File: src/rtl/spi_slave.sv
// SPI slave front end: deserialises 10-bit command words from MOSI and
// returns one read-data byte on MISO for read-data commands.
module spi_slave #(
  parameter int ADDR_SIZE = 8
) (
  input  logic                 clk,
  input  logic                 rst_n,
  input  logic                 SS_n,
  input  logic                 MOSI,
  output logic                 MISO,
  output logic [ADDR_SIZE+1:0] rx_data,
  output logic                 rx_valid,
  input  logic [ADDR_SIZE-1:0] tx_data,
  input  logic                 tx_valid
);

  // state     | meaning
  // IDLE      | waiting for SS_n low
  // CHK_CMD   | sampling bit 9, choosing the frame path
  // WRITE     | collecting a write-address / write-data word
  // READ_ADD  | collecting a read-address word
  // READ_DATA | collecting a read-data word, then returning one byte

  localparam int CW = ADDR_SIZE + 2;
  localparam int BW = $clog2(CW + 1);
  localparam int TW = $clog2(ADDR_SIZE);
  localparam logic [BW-1:0] CNT_LAST = BW'(CW - 1);
  localparam logic [BW-1:0] CNT_FULL = BW'(CW);
  localparam logic [TW-1:0] TX_LAST  = TW'(ADDR_SIZE - 1);

  typedef enum logic [2:0] {
    IDLE,
    CHK_CMD,
    WRITE,
    READ_ADD,
    READ_DATA
  } state_t;

  state_t                 state, next_state;
  logic                   rd_addr_ok;
  logic [BW-1:0]          bit_cnt;
  // Holds the bits already received; the final bit is taken straight from MOSI.
  logic [CW-2:0]          rx_shift;
  logic [ADDR_SIZE-1:0]   tx_shift;
  logic [TW-1:0]          tx_cnt;
  logic                   tx_busy;
  logic                   tx_sent;

  always_ff @(posedge clk or negedge rst_n) begin
    if (!rst_n) state <= IDLE;
    else        state <= next_state;
  end

  always_comb begin
    next_state = state;
    if (SS_n) begin
      next_state = IDLE;
    end else begin
      case (state)
        IDLE:    next_state = CHK_CMD;
        CHK_CMD: begin
          if (!MOSI)          next_state = WRITE;
          else if (rd_addr_ok) next_state = READ_DATA;
          else                next_state = READ_ADD;
        end
        default: next_state = state;
      endcase
    end
  end

  always_ff @(posedge clk or negedge rst_n) begin
    if (!rst_n) begin
      rx_data    <= '0;
      rx_valid   <= 1'b0;
      rx_shift   <= '0;
      bit_cnt    <= '0;
      rd_addr_ok <= 1'b0;
      tx_shift   <= '0;
      tx_cnt     <= '0;
      tx_busy    <= 1'b0;
      tx_sent    <= 1'b0;
      MISO       <= 1'b0;
    end else begin
      rx_valid <= 1'b0;
      if (SS_n) begin
        bit_cnt <= '0;
        tx_cnt  <= '0;
        tx_busy <= 1'b0;
        tx_sent <= 1'b0;
        MISO    <= 1'b0;
      end else begin
        case (state)
          CHK_CMD: begin
            rx_shift <= {rx_shift[CW-3:0], MOSI};
            bit_cnt  <= BW'(1);
          end
          WRITE, READ_ADD, READ_DATA: begin
            if (bit_cnt < CNT_FULL) begin
              rx_shift <= {rx_shift[CW-3:0], MOSI};
              bit_cnt  <= bit_cnt + BW'(1);
              if (bit_cnt == CNT_LAST) begin
                rx_data  <= {rx_shift, MOSI};
                rx_valid <= 1'b1;
                if (state == READ_ADD)  rd_addr_ok <= 1'b1;
                if (state == READ_DATA) rd_addr_ok <= 1'b0;
              end
            end
            // One response byte per frame, only once the command word is out.
            if (state == READ_DATA) begin
              if (tx_busy) begin
                if (tx_cnt != '0) begin
                  MISO     <= tx_shift[ADDR_SIZE-1];
                  tx_shift <= {tx_shift[ADDR_SIZE-2:0], 1'b0};
                  tx_cnt   <= tx_cnt - TW'(1);
                end else begin
                  MISO    <= 1'b0;
                  tx_busy <= 1'b0;
                end
              end else if (bit_cnt == CNT_FULL && !tx_sent && tx_valid) begin
                MISO     <= tx_data[ADDR_SIZE-1];
                tx_shift <= {tx_data[ADDR_SIZE-2:0], 1'b0};
                tx_cnt   <= TX_LAST;
                tx_busy  <= 1'b1;
                tx_sent  <= 1'b1;
              end
            end
          end
          default: ;
        endcase
      end
    end
  end

endmodule

File: config.mk
export PLATFORM = sky130hd
export DESIGN_NAME = spi_slave
export DESIGN_NICKNAME = d
export VERILOG_FILES = /design/src/rtl/spi_slave.sv
export SDC_FILE = /design/constraint.sdc
export NUM_CORES = 1
export LEC_CHECK = 0
export BUFFER_PORTS_ARGS = -buffer_cell sky130_fd_sc_hd__buf_2
export CAP_MARGIN = 20
export CORE_UTILIZATION = 50
export CTS_BUF_LIST = sky130_fd_sc_hd__clkbuf_4
export DETAILED_ROUTE_END_ITERATION = 8
export PLACE_DENSITY = 0.81
export SYNTH_ARGS = -nofsm -noshare
export SYNTH_HDL_FRONTEND = slang
export SYNTH_SLANG_ARGS = --single-unit
File: constraint.sdc
create_clock -name clk -period 2.4 [get_ports clk]
set_input_delay 0.48 -clock clk [delete_from_list [all_inputs] [get_ports clk]]
set_output_delay 0.48 -clock clk [all_outputs]
set_load 0.1 [all_outputs]
==> metrics.yaml <==
layout:
  layout_commonest_cell: "dfrtp_1"
  finalNonFillerCells: 240
  fin_nets: 209
  design_area_sq_um: 2141
  layout-drive-gt1-share: 0.2969
  nFillCells: 318
  layout_common_cells: "dfrtp_1 (41), buf_2 (24), mux2_2 (19), a21oi_1 (12), nor2_1 (11)"
  area_growth_syn_to_layout_pct: 11.32
  antennaDiodeCount: 0
power_and_ir_drop:
  leakage_nw: 1.006
  worst_ir_drop_vdd_mv: 0.4117
  finalPower_w: 0.001336
  power_density_nw_per_um2: 624.2
placed_design:
  dpl_cell_area_sq_um: 2087
  dp.cells: 232
  hpwl_mm: 2.553
  portBuffers: 24
  place.gp.congestion: 0.7945
sta:
  tns_ns: 0
  clock_skew_ns: 0.007049
  fin_crit_sh: 0.8405
  whs_ns: 0.2354
  tightest_slew_ns: 0.8754
  setup_viol_count_final: 0
  fin_crit_ns: 2.017
  hold_viol_final: 0
  maxSlewHeadroom: 0.4164
  slew_violations: 0
  grt_setup_unrepaired: "false"
  fmax_mhz: 495.7
synthesis:
  synthesis.nets: 182
  ys_seq_elements: 41
  synth.distinct_cells: 39
  postSynthCellCount: 164
  synth_area_leaders: "dfrtp_1 (53%), mux2_2 (11%), ha_1 (3.3%), a21oi_1 (3.1%), mux2i_1 (3.1%)"
  synth_top_area_frac: 0.5335
  synthArstFlopShare: 1.000
  synth_top_area_cell: "dfrtp_1"
  syn_avg_cell_area_sq_um: 11.73
  ys_warn_count: 0
  syn_area_sq_um: 1923
  ys_seq_area_frac: 0.5335
  synth_edf_count: 0
  ys.flop_type: "dfrtp_1"
setup_path:
  rr_worst_depth: 4
  critPathKind: "flop to flop"
  end_kind: "flop"
  cp.arrival_ns: 2.25
  cp-start-kind: "flop"
  cp_max_fo: 9
  crit_required_ns: 2.64
  ff2ff_setup_slack_ns: 0.38
clock_tree:
  ctsResizeCount: 0
  clock-root-buffer: "clkbuf_4"
  clock_sinks: 41
  numCtsBuffers: 5
  htree_levels: 2
  clkLatencyLatePin_ns: 0.35
  clk_pin_slew_ns: 0.12
  cts_hold_buffers: 0
  post_cts_buffers: 0
  cts_tree: "yes"
  clockBufferDepth: 2
floorplanning:
  die_h_microns: 64.02
  die_w_microns: 64.02
  start_util: 0.5253
  core_sq_um: 3661
  num_rows: 22
  boundaryPins: 25
  dieArea_sq_um: 4098
grt:
  grt_util_all_layers: 0.1933
  grt_overflow: 0
  grt_start_max_net_pins: 42
  grt_pass1_vias: 1363
  grt_pass1_wl_mm: 6.141
  antenna_found_initial: 0
detailed_routing:
  wire_per_inst_microns: 14.53
  via_per_inst: 5.663
  routed_wl_mm: 3.488
  drc: 0
  vias: 1359
  drtIter0Drc: 43
  drtPass1Iterations: 4
  ant_nets: 0
min_path:
  hold_class: "input pin to async pin"
run_status:
  status: "completed"
run:
  drv_cap: 0
## state kept, by name (all words and copies together) (netlist names)
register / count
rx_data: 10
rx_shift: 9
tx_shift: 7
bit_cnt: 4
state: 3
tx_cnt: 3
MISO: 1
rd_addr_ok: 1
rx_valid: 1
tx_busy: 1
tx_sent: 1
## synth_stat cells, types with 3 or more instances
cell and instances:
o21ai_0 3, ha_1 5, nand2_1 6, inv_1 10, mux2i_1 6, dfrtp_1 41
nor2_1 11, a31oi_1 9, buf_2 4, nand3_1 5, mux2_2 19, a21oi_1 12
## cell families after synthesis
group	Yosys count	share of synthesized area
adder cells (fa/ha/maj)	5	0.03253
multiplexers	25	0.1425
flip-flops	41	0.5335
XOR/XNOR	1	0.004555
AO/OA/AOI/OAI	38	0.1425
buffers and inverters	17	0.03969
AND/OR/NAND/NOR	37	0.1048
## worst max-delay path, stage by stage (launching register included)
cell       delay, ns
dfrtp_1         0.46
or3b_1          0.50
o2bb2ai_4       0.23
a21oi_4         0.34
mux2_2          0.38
## path summary, 6_finish.rpt
kind / to / start
worst max-delay path: rx_shift[6] / state[1]
worst min-delay path: tx_shift[1] / rst_n
worst max register to register: rx_shift[6] / state[1]
worst min register to register: rx_data[6] / rx_data[6]
max in group asynchronous: rx_shift[6] / rst_n
min in group clk: tx_shift[1] / tx_data[0]
## final cells by class
| cell class | instances | area, sq um | share of cell area |
|---|---|---|---|
| Clock inverter | 3 | 16.27 | 0.007598 |
| Timing Repair Buffer | 27 | 142.6 | 0.06663 |
| Multi-Input combinational cell | 106 | 820.8 | 0.3834 |
| Clock buffer | 5 | 37.54 | 0.01753 |
| Tap cell | 48 | 60.06 | 0.02805 |
| Sequential cell | 41 | 1026 | 0.4793 |
| Inverter | 10 | 37.54 | 0.01753 |
## layer usage
layer  vias to the layer above  share of wire  GRT usage
li1                        646              -          -
met1                       683           0.44     0.2294
met2                        27           0.51     0.3457
met3                         3          0.040    0.05357
met4                         0         0.0083    0.04261
met5                         -              0          0
## stage by stage
step           setup WS, ns  utilization
4_1_cts              0.3679       0.5848
3_3_place_gp         0.4478       0.5701
6_report             0.3828       0.5848
5_1_grt              0.2951       0.5848
3_5_place_dp         0.3944       0.5701
2_1_floorplan        0.5628            -
## power breakdown
group | total [W] | switching, W | internal (W)
clock | 0.000332 | 0.000221 | 0.000112
combinational | 0.000166 | 0.0000755 | 0.0000908
sequential | 0.000838 | 0.0000636 | 0.000774
Power figures use the tool's default switching activity.
